## config.mk

```make
export PLATFORM = sky130hd
export DESIGN_NAME = timer_counter
export DESIGN_NICKNAME = d
export VERILOG_FILES = /design/src/rtl/timer_counter.sv
export SDC_FILE = /design/constraint.sdc
export NUM_CORES = 1
export LEC_CHECK = 0
export ABC_AREA = 1
export CORE_ASPECT_RATIO = 0.6
export CORE_MARGIN = 2
export CORE_UTILIZATION = 46
export DETAILED_ROUTE_END_ITERATION = 8
export MAX_ROUTING_LAYER = met4
export PLACE_DENSITY = 0.74
export SKIP_CTS_REPAIR_TIMING = 1
export SLEW_MARGIN = 20
export SYNTH_ARGS = -nofsm -noshare
export SYNTH_HDL_FRONTEND = slang
export SYNTH_SLANG_ARGS = --single-unit
```

## constraint.sdc

```tcl
create_clock -name clk -period 1.96 [get_ports clk]
set_clock_uncertainty 0.15 [all_clocks]
set_input_delay 0.294 -clock clk [delete_from_list [all_inputs] [get_ports clk]]
set_output_delay 0.294 -clock clk [all_outputs]
set_load 0.05 [all_outputs]
```

## src/rtl/timer_counter.sv

```systemverilog
// Memory-mapped down-counting timer: CTRL/PRESET/COUNT registers behind the bridge,
// a four-state count FSM, and a maskable interrupt flag.
module timer_counter (
    input  logic        clk,
    input  logic        reset,
    input  logic [29:0] addr,
    input  logic        we,
    input  logic [31:0] din,
    output logic [31:0] dout,
    output logic        irq
);

    typedef enum logic [1:0] {
        IDLE,
        LOAD,
        CNT,
        INT
    } state_t;

    state_t      state;
    logic [3:0]  ctrl;
    logic [31:0] preset;
    logic [31:0] count;
    logic        irq_flag;

    logic        en;
    logic [1:0]  mode;
    logic        im;
    logic        ctrl_wr;
    logic        preset_wr;
    logic        unused_addr;

    assign en          = ctrl[0];
    assign mode        = ctrl[2:1];
    assign im          = ctrl[3];
    assign ctrl_wr     = we && (addr[1:0] == 2'b00);
    assign preset_wr   = we && (addr[1:0] == 2'b01);
    assign unused_addr = ^addr[29:2];

    always_ff @(posedge clk or negedge reset) begin
        if (!reset) begin
            state    <= IDLE;
            ctrl     <= '0;
            preset   <= '0;
            count    <= '0;
            irq_flag <= 1'b0;
        end else begin
            if (preset_wr) begin
                preset <= din;
            end

            case (state)
                IDLE: begin
                    if (en) begin
                        state <= LOAD;
                    end
                end
                LOAD: begin
                    count <= preset;
                    state <= CNT;
                end
                CNT: begin
                    if (!en) begin
                        state <= IDLE;
                    end else if (count > 32'd1) begin
                        count <= count - 32'd1;
                    end else begin
                        count    <= '0;
                        irq_flag <= 1'b1;
                        state    <= INT;
                    end
                end
                INT: begin
                    if (mode == 2'b01) begin
                        irq_flag <= 1'b0;
                    end else begin
                        ctrl[0] <= 1'b0;
                    end
                    state <= IDLE;
                end
                default: state <= IDLE;
            endcase

            // Placed last so a software CTRL write overrides both the FSM's
            // EN clear and a same-cycle irq_flag set.
            if (ctrl_wr) begin
                ctrl     <= din[3:0];
                irq_flag <= 1'b0;
            end
        end
    end

    always_comb begin
        dout = '0;
        case (addr[1:0])
            2'b00:   dout = {28'd0, ctrl};
            2'b01:   dout = preset;
            2'b10:   dout = count;
            default: dout = '0;
        endcase
    end

    assign irq = irq_flag & im;

endmodule

```

# Yosys cells after proc, flatten, opt, wreduce, memory -nomap -nowiden
# Cells that the tools add are included.
# totals
input_bits,65
reg_bits,71
elab_cells,49
out_inout_bits,33
# classes
addsub,1
bitwise,1
reduce_logical,11
mux,16
n_eq_ne,13
magnitude_cmp,1
# ops
operator,n
$pmux W32 S3,1
$mux W32,2
$pmux W32 S2,1
$gt A32 B1 Y1 const B,1
$sub A32 B1 Y32 const B,1
$ne A3 B3 Y1 const B,4
$pmux W2 S4,1
$mux W1,7
$eq A2 B1 Y1 const B,3
$eq A2 B2 Y1 const B,3
$mux W2,3
$ne A2 B2 Y1 const B,3
$reduce_and A2 Y1,3
$logic_not A2 Y1,2
$reduce_and A4 Y1,1
$reduce_bool A2 Y1,2
$reduce_bool A3 Y1,1
$logic_and A1 B1 Y1,2
$pmux W1 S2,1
$and A1 B1 Y1,1

# Depth between registers and ports, before layout
# Gate-level depths: netlist of the first run.
# depth
depth_word,5
mapped_depth,12
depth_no_buf,12

# Worst setup path after synthesis of the first run
# OpenSTA, ideal clock, no wires.
# synth_timing
path_kind,input to output
startpoint,input port addr[0]
endpoint,output port dout[11]
t_arrival_ns,1.818
path_stages,6
slack_ns,-0.302
required_ns,1.516
n_path_buf,2
cell_sequence,inv_1 > nor2_1 > clkbuf_1 > inv_1 > buf_1 > o22ai_1
# synth_between
elab_chain_cells,2
elab_cells_between_ends,4
classes_between,eq/ne (2); mux (1); reduce/logical (1)
# synth_rtl
item,line,source
"start, declared",6,"input logic [29:0] addr,"
"$eq A2 B2 Y1, or another cell as far along",95,case (addr[1:0])
$pmux W32 S3 (*),95,
"end, declared",9,"output logic [31:0] dout,"
# Every way passes the cells marked *; elsewhere a longest branch is shown, timed or not.

# Final worst setup path of the first run
# layout_timing
startpoint,register count[2]
endpoint,output port dout[2]
# layout_between
elab_chain_cells,1
# layout_rtl
item,line,source
"start, declared",23,logic [31:0] count;
"start signal, assigned",59,count <= preset;
"start signal, assigned",66,count <= count - 32'd1;
$pmux W32 S3,95,
# No other way between the ends.

==> reports/metrics.csv, run 1 <==
stage;metric;value;unit
timing;fmax;0.524;GHz
placement;post-DP HPWL;9.99;mm
clocking;Worst-Skew Late Latency;0.33;ns
synthesis;synth unique cells;32;
synthesis;Net Count, Synth;679;
setup_path;reg-to-reg critical path endpoint;count[22]$_DFFE_PN0P_;
cells_and_area;Finished Cell Area;6480;um2
timing;min cycle time layout;1.91;ns
timing;final setup fails;0;
synthesis;Seq cells post-synth;71;
cells_and_area;area grow syn2layout;44.8;%
setup_path;crit path DAT;1.46;ns
clocking;H-tree depth;3;
flow_run;max-cap viol count;0;
die;die area;10600;um2
clocking;CTS buffer count;9;
cells_and_area;Inserted Diodes;0;
die;Placement Rows;27;
placement;RePlAce Congestion;0.920;
setup_path;crit end category;output pin;
drt;WL met2;5.75;mm
synthesis;synth top area cells;dfrtp_1 (40%), nand2_1 (16%), nor2_1 (6.3%), inv_1 (6.0%), o21ai_0 (4.8%);
cells_and_area;FILL cells;770;
worst_hold_path;Hold Crit Class;in -> async;
power;pwr dens;1330;nW/um2
die;core footprint;9320;um2
status;status;completed;
synthesis;Post-Syn Area per Cell;7.31;um2
timing;Hold Violations, Final;0;
timing;Max transition margin;0.741;
timing;count of pins over their slew limit;0;
die;# IOs;98;
setup_path;WS Path Type;reg -> out;
timing;Least-Margin Pin Slew;0.389;ns
cells_and_area;Final nets;798;
cells_and_area;multi-input logic area;2440;um2
cells_and_area;layout cells sized above 1;0.285;
setup_path;Reg2Reg Launch Point;count[0]$_DFFE_PN0P_;
drt;routed wire length per instance;15.5;um
clocking;Clock transition at path regs;0.05;ns
placement;area of placed instances;6010;um2
setup_path;CP max FO;3;
timing;Tcrit/Tclk final;0.973;
setup_path;cells on worst reg2reg path;11;
drt;final wirelength;13.4;mm
synthesis;Synth Cell Area;4470;um2
power;VDD IR-drop max;0.000691;V
global_route;total global-route track usage;0.278;
drt;# DRC;0;
global_route;vias in the first global route;4335;
drt;Met3 Wirelength;891;um
setup_path;critical path data required time;1.52;ns
synthesis;Yosys top cell by area;dfrtp_1;
drt;Top Metal Used;met4;
power;Leakage Power;3.08;nW
drt;vias per inst;5.12;
synthesis;Yosys top cell area share;0.397;
global_route;antenna violations before repair;0;
setup_path;CP Launch Type;flop;
die;Die H;80.4;um
clocking;root buf cell;clkbuf_16;
cells_and_area;most common cell after layout, fill and taps aside;nand2_1;
global_route;first-pass GRT wire length;22.1;mm
drt;Pre-antenna DRT Iters;5;
synthesis;synth warn;0;
synthesis;post-synthesis sequential area ratio;0.397;
drt;met1 WL;6.57;mm
drt;vias;4419;
timing;Min Hold Slack;0.261;ns
clocking;clock tree from TritonCTS;built;
cells_and_area;Storage cell area;1780;um2
die;Initial Util;0.480;
placement;port buffer count;69;
timing;setup_tns;0;ns
drt;DR iter-0 viols;359;
die;die width;131;um
drt;remaining antenna violation count;0;
global_route;GRT Residual Overflow;0;
cells_and_area;most frequent cells in the layout;nand2_1 (184), dfrtp_1 (70), inv_1 (66);
global_route;largest net degree at the start of global routing;38;
clocking;Clock Path Buffers;2;
setup_path;FF-to-FF setup slack;0.09;ns
clocking;Sink Count;71;
cells_and_area;fin util;0.695;
synthesis;Cells after Synth;612;
==> layout make-up <==
cell class / instances / area share
Multi-Input combinational cell: 447 / 0.377
Timing Repair Buffer: 130 / 0.240
Tap cell: 130 / 0.0251
Clock buffer: 12 / 0.0411
Sequential cell: 71 / 0.274
Clock inverter: 1 / 0.000773
Inverter: 72 / 0.0417
==> registers in the layout (all words and copies together) (netlist names) <==
signal / count
state: 2
preset: 32
irq_flag: 1
count: 32
ctrl: 4
==> metal layers <==
layer  GRT usage  vias up
met5           -        -
met4      0.0685        0
met3      0.0682       22
met2       0.414      148
met1       0.383     2077
li1            -     2172
==> worst max path at each step <==
| stage | from | end | slack (ns) | cells past startpoint |
|---|---|---|---|---|
| after floorplan | addr[0] | dout[11] | -0.30 | 6 |
| after CTS | addr[0] | dout[17] | -0.26 | 8 |
| final | count[2]$_DFFE_PN0P_ | dout[2] | 0.05 | 4 |
| after detailed placement | addr[0] | dout[17] | -0.24 | 8 |
| after global routing | count[20]$_DFFE_PN0P_ | count[18]$_DFFE_PN0P_ | -0.03 | 11 |
| after global placement | addr[0] | dout[17] | -0.22 | 8 |
==> critical path: stages, from the launching register on <==
cell and delay, ns:
dfrtp_1 0.43, buf_4 0.16, inv_1 0.04, o221ai_1 0.31
buf_12 0.19
==> per-stage QoR <==
stage                     power, mW  worst slack, ns  std cells
after floorplan                4.99           -0.302        612
after global placement         6.70           -0.224        842
after detailed placement       6.81           -0.241        842
after CTS                      8.38           -0.264        855
after global routing           9.19          -0.0254        863
final                          8.61           0.0532        863
==> cells by family after synthesis <==
| family | after synthesis | synth area share |
|---|---|---|
| buffers and inverters | 94 | 0.0892 |
| AO/OA/AOI/OAI | 87 | 0.112 |
| flip-flops | 71 | 0.397 |
| XOR/XNOR | 15 | 0.0294 |
| multiplexers | 18 | 0.0453 |
| adder cells (fa/ha/maj) | 2 | 0.00559 |
| AND/OR/NAND/NOR | 325 | 0.321 |
==> synth_stat cells <==
master    count
a21oi_1      16
a31oi_1       5
buf_1         1
buf_2         4
buf_4         2
buf_6         1
buf_8         2
clkbuf_1     11
clkbuf_4      1
clkinv_1      1
dfrtp_1      71
ha_1          2
inv_1        71
mux2_2       18
nand2_1     192
nand2_2      13
nand2_4       1
nand3_1      16
nand3_2      11
nand4_1       1
nor2_1       75
nor2_2        4
nor2_4        6
nor2_8        1
nor3_1        4
nor3b_2       1
o211ai_1      1
o21ai_0      43
o21ai_2       8
o221ai_1      4
o22ai_1      10
xor2_1       15
==> where the power goes <==
| part | total, mW | internal (mW) | switching, mW |
|---|---|---|---|
| Combinational | 4.69 | 1.95 | 2.74 |
| Clock | 1.53 | 0.936 | 0.592 |
| Sequential | 2.40 | 1.94 | 0.459 |
| Total | 8.61 | 4.82 | 3.79 |
Note: power is estimated with default switching activity, not from simulation.
==> inputs of run 2 (changes only) <==
Settings changed: ABC_AREA 1 to default, CELL_PAD_IN_SITES_DETAIL_PLACEMENT from default to 0, CELL_PAD_IN_SITES_GLOBAL_PLACEMENT from default to 1, CORE_UTILIZATION 46 to 35.
==> reports/metrics.csv, run 2 <==
stage;metric;value;unit
setup_path;cells on worst reg2reg path;6;
global_route;GRT Residual Overflow;0;
synthesis;Synth Cell Area;4130;um2
setup_path;WS Path Type;reg -> reg;
cells_and_area;Final nets;624;
synthesis;Post-Syn Area per Cell;10.2;um2
synthesis;post-synthesis sequential area ratio;0.431;
die;Placement Rows;30;
synthesis;Post-synth EDFFs;0;
die;# IOs;98;
global_route;vias in the first global route;4012;
cells_and_area;Inserted Diodes;0;
synthesis;synth cell count leaders;dfrtp_1 (71), mux2_2 (35), nand2_1 (33);
cells_and_area;most frequent cells in the layout;buf_4 (90), dfrtp_1 (68), buf_12 (38);
synthesis;ys flop type;dfrtp_1;
worst_hold_path;Hold Crit Class;in -> async;
placement;post-DP HPWL;9.65;mm
clocking;Sink Count;71;
timing;count of pins over their slew limit;0;
timing;Max transition margin;0.703;
placement;Post-Place Worst Slack;-0.376;ns
synthesis;synth top area cells;dfrtp_1 (43%), mux2_2 (9.6%), a22o_1 (6.2%), nand2_1 (3.0%), nand3_1 (2.5%);
cells_and_area;top flop regs;count x32, preset x32, ctrl x4;
synthesis;Yosys top cell by area;dfrtp_1;
die;die area;12700;um2
timing;final setup fails;34;
synthesis;Cells after Synth;403;
cells_and_area;fin util;0.607;
drt;Pre-antenna DRT Iters;5;
timing;fmax;0.429;GHz
placement;port buffer count;69;
synthesis;synth warn;0;
cells_and_area;Non-Filler Instances;722;
global_route;first-pass GRT wire length;21.7;mm
power;Leakage Power;2.93;nW
placement;Cell Count Post-Placement;690;
placement;RePlAce Congestion;0.858;
die;Initial Util;0.362;
setup_path;Max stage delay on crit path;0.59;ns
global_route;antenna violations before repair;0;
drt;met1 WL;7.04;mm
drt;vias per inst;5.77;
cells_and_area;area grow syn2layout;67.8;%
setup_path;cell chain of the critical path;or4_4 > nor3_4 > and4_4 > buf_12 > o31ai_2 > a221o_2;
clocking;Clock transition at path regs;0.06;ns
timing;RSZ-0062 raised after global routing;true;
setup_path;reg-to-reg critical path endpoint;count[10]$_DFFE_PN0P_;
drt;DR iter-0 viols;425;
drt;routed wire length per instance;20.1;um
synthesis;synth unique cells;60;
clocking;root buf cell;clkbuf_16;
drt;Top Metal Used;met4;
drt;WL met2;6.23;mm
cells_and_area;most common cell after layout, fill and taps aside;buf_4;
drt;vias;4169;
die;die width;144;um
synthesis;Seq cells post-synth;71;
drt;remaining antenna violation count;0;
timing;min cycle time layout;2.33;ns
setup_path;crit path DAT;2.40;ns
clocking;clock tree from TritonCTS;built;
global_route;largest net degree at the start of global routing;46;
die;Die H;88.1;um
timing;fin worst setup slack;-0.371;ns
synthesis;Yosys top cell area share;0.431;
status;status;finished, violations left;
cells_and_area;Finished Cell Area;6930;um2
setup_path;worst path bufs/invs;1;
placement;area of placed instances;6170;um2
setup_path;CP max FO;12;
timing;Hold Violations, Final;0;
setup_path;critical path launch point;count[27]$_DFFE_PN0P_;
cells_and_area;layout cells sized above 1;0.491;
timing;setup_tns;-7.61;ns
setup_path;CP top delay family;simple AND/OR/NAND/NOR gates;
synthesis;count leader, synth;dfrtp_1;
die;core footprint;11400;um2
setup_path;crit end category;flop;
global_route;total global-route track usage;0.232;
setup_path;Slowest-stage cell, CP;or4_4;
drt;Met3 Wirelength;1.04;mm
clocking;CTS buffer count;9;
clocking;Clock Path Buffers;2;
status;failing checks;setup timing;
timing;Tcrit/Tclk final;1.19;
setup_path;CP Launch Type;flop;
clocking;Worst-Skew Late Latency;0.34;ns
power;VDD IR-drop max;0.000695;V
timing;Min Hold Slack;0.237;ns
drt;final wirelength;14.5;mm
setup_path;critical path data required time;2.03;ns
power;pwr dens;1370;nW/um2
drt;# DRC;0;
synthesis;Net Count, Synth;470;
synthesis;Synth async-reset ratio;1.00;
power;total power;9.48;mW
flow_run;max-cap viol count;0;
timing;Least-Margin Pin Slew;0.442;ns
setup_path;Reg2Reg Launch Point;count[27]$_DFFE_PN0P_;
setup_path;FF-to-FF setup slack;-0.37;ns
clocking;H-tree depth;3;
-- run 2: changes by cell type after synthesis, moves of 15 or more --
cell / previous run / this run
mux2_2: 18 / 35
nand2_1: 192 / 33
a22o_1: 0 / 29
xor2_1: 15 / 0
o21ai_0: 43 / 14
nor2_1: 75 / 6
inv_1: 71 / 8
-- run 2: routing by layer --
layer | GRT usage | vias up
li1 | - | 1900
met1 | 0.334 | 2039
met2 | 0.331 | 213
met3 | 0.0498 | 17
met4 | 0.0547 | 0
met5 | - | -
-- run 2: logic make-up (layout without fill, tap and decap cells) --
group | after synthesis | count (layout) | synth area share
AOI/OAI and AO/OA | 109 | 109 | 0.201
adders and majority gates | 2 | 2 | 0.00606
buffers and inverters | 43 | 202 | 0.0458
DFF | 71 | 71 | 0.431
muxes | 39 | 39 | 0.105
and+or+nand+nor | 139 | 139 | 0.211
-- run 2: worst max-delay path by stage --
stage          cells after the start  slack, ns                    end
5_1_grt                            6      -0.43  count[10]$_DFFE_PN0P_
3_5_place_dp                       8      -0.38   count[5]$_DFFE_PN0P_
6_report                           6      -0.37  count[10]$_DFFE_PN0P_
4_1_cts                            7      -0.41  count[10]$_DFFE_PN0P_
3_3_place_gp                       7      -0.39  count[10]$_DFFE_PN0P_
2_1_floorplan                      5      -0.29  count[29]$_DFFE_PN0P_
-- run 2: cell type report --
type                       instances  area [um2]
fill                             922        4490
multi-input combinational        289        2580
timing repair buffer             178        1980
sequential                        71        1780
clock buffer                      11         243
tap                              160         200
clock inverter                     5         105
inverter                           8        30.0
-- run 2: where the power goes --
| part | internal, mW | switching [mW] | leakage, nW | total, mW |
|---|---|---|---|---|
| combinational | 2.44 | 2.64 | 1.91 | 5.08 |
| clock | 1.28 | 0.660 | 0.162 | 1.94 |
| sequential | 1.95 | 0.507 | 0.861 | 2.46 |
-- run 2: worst reg2reg max path: stages (launching register included) --
cell and delay [ns]:
dfrtp_1 0.38, or4_4 0.59, nor3_4 0.24, and4_4 0.29
buf_12 0.16, o31ai_2 0.08, a221o_2 0.34
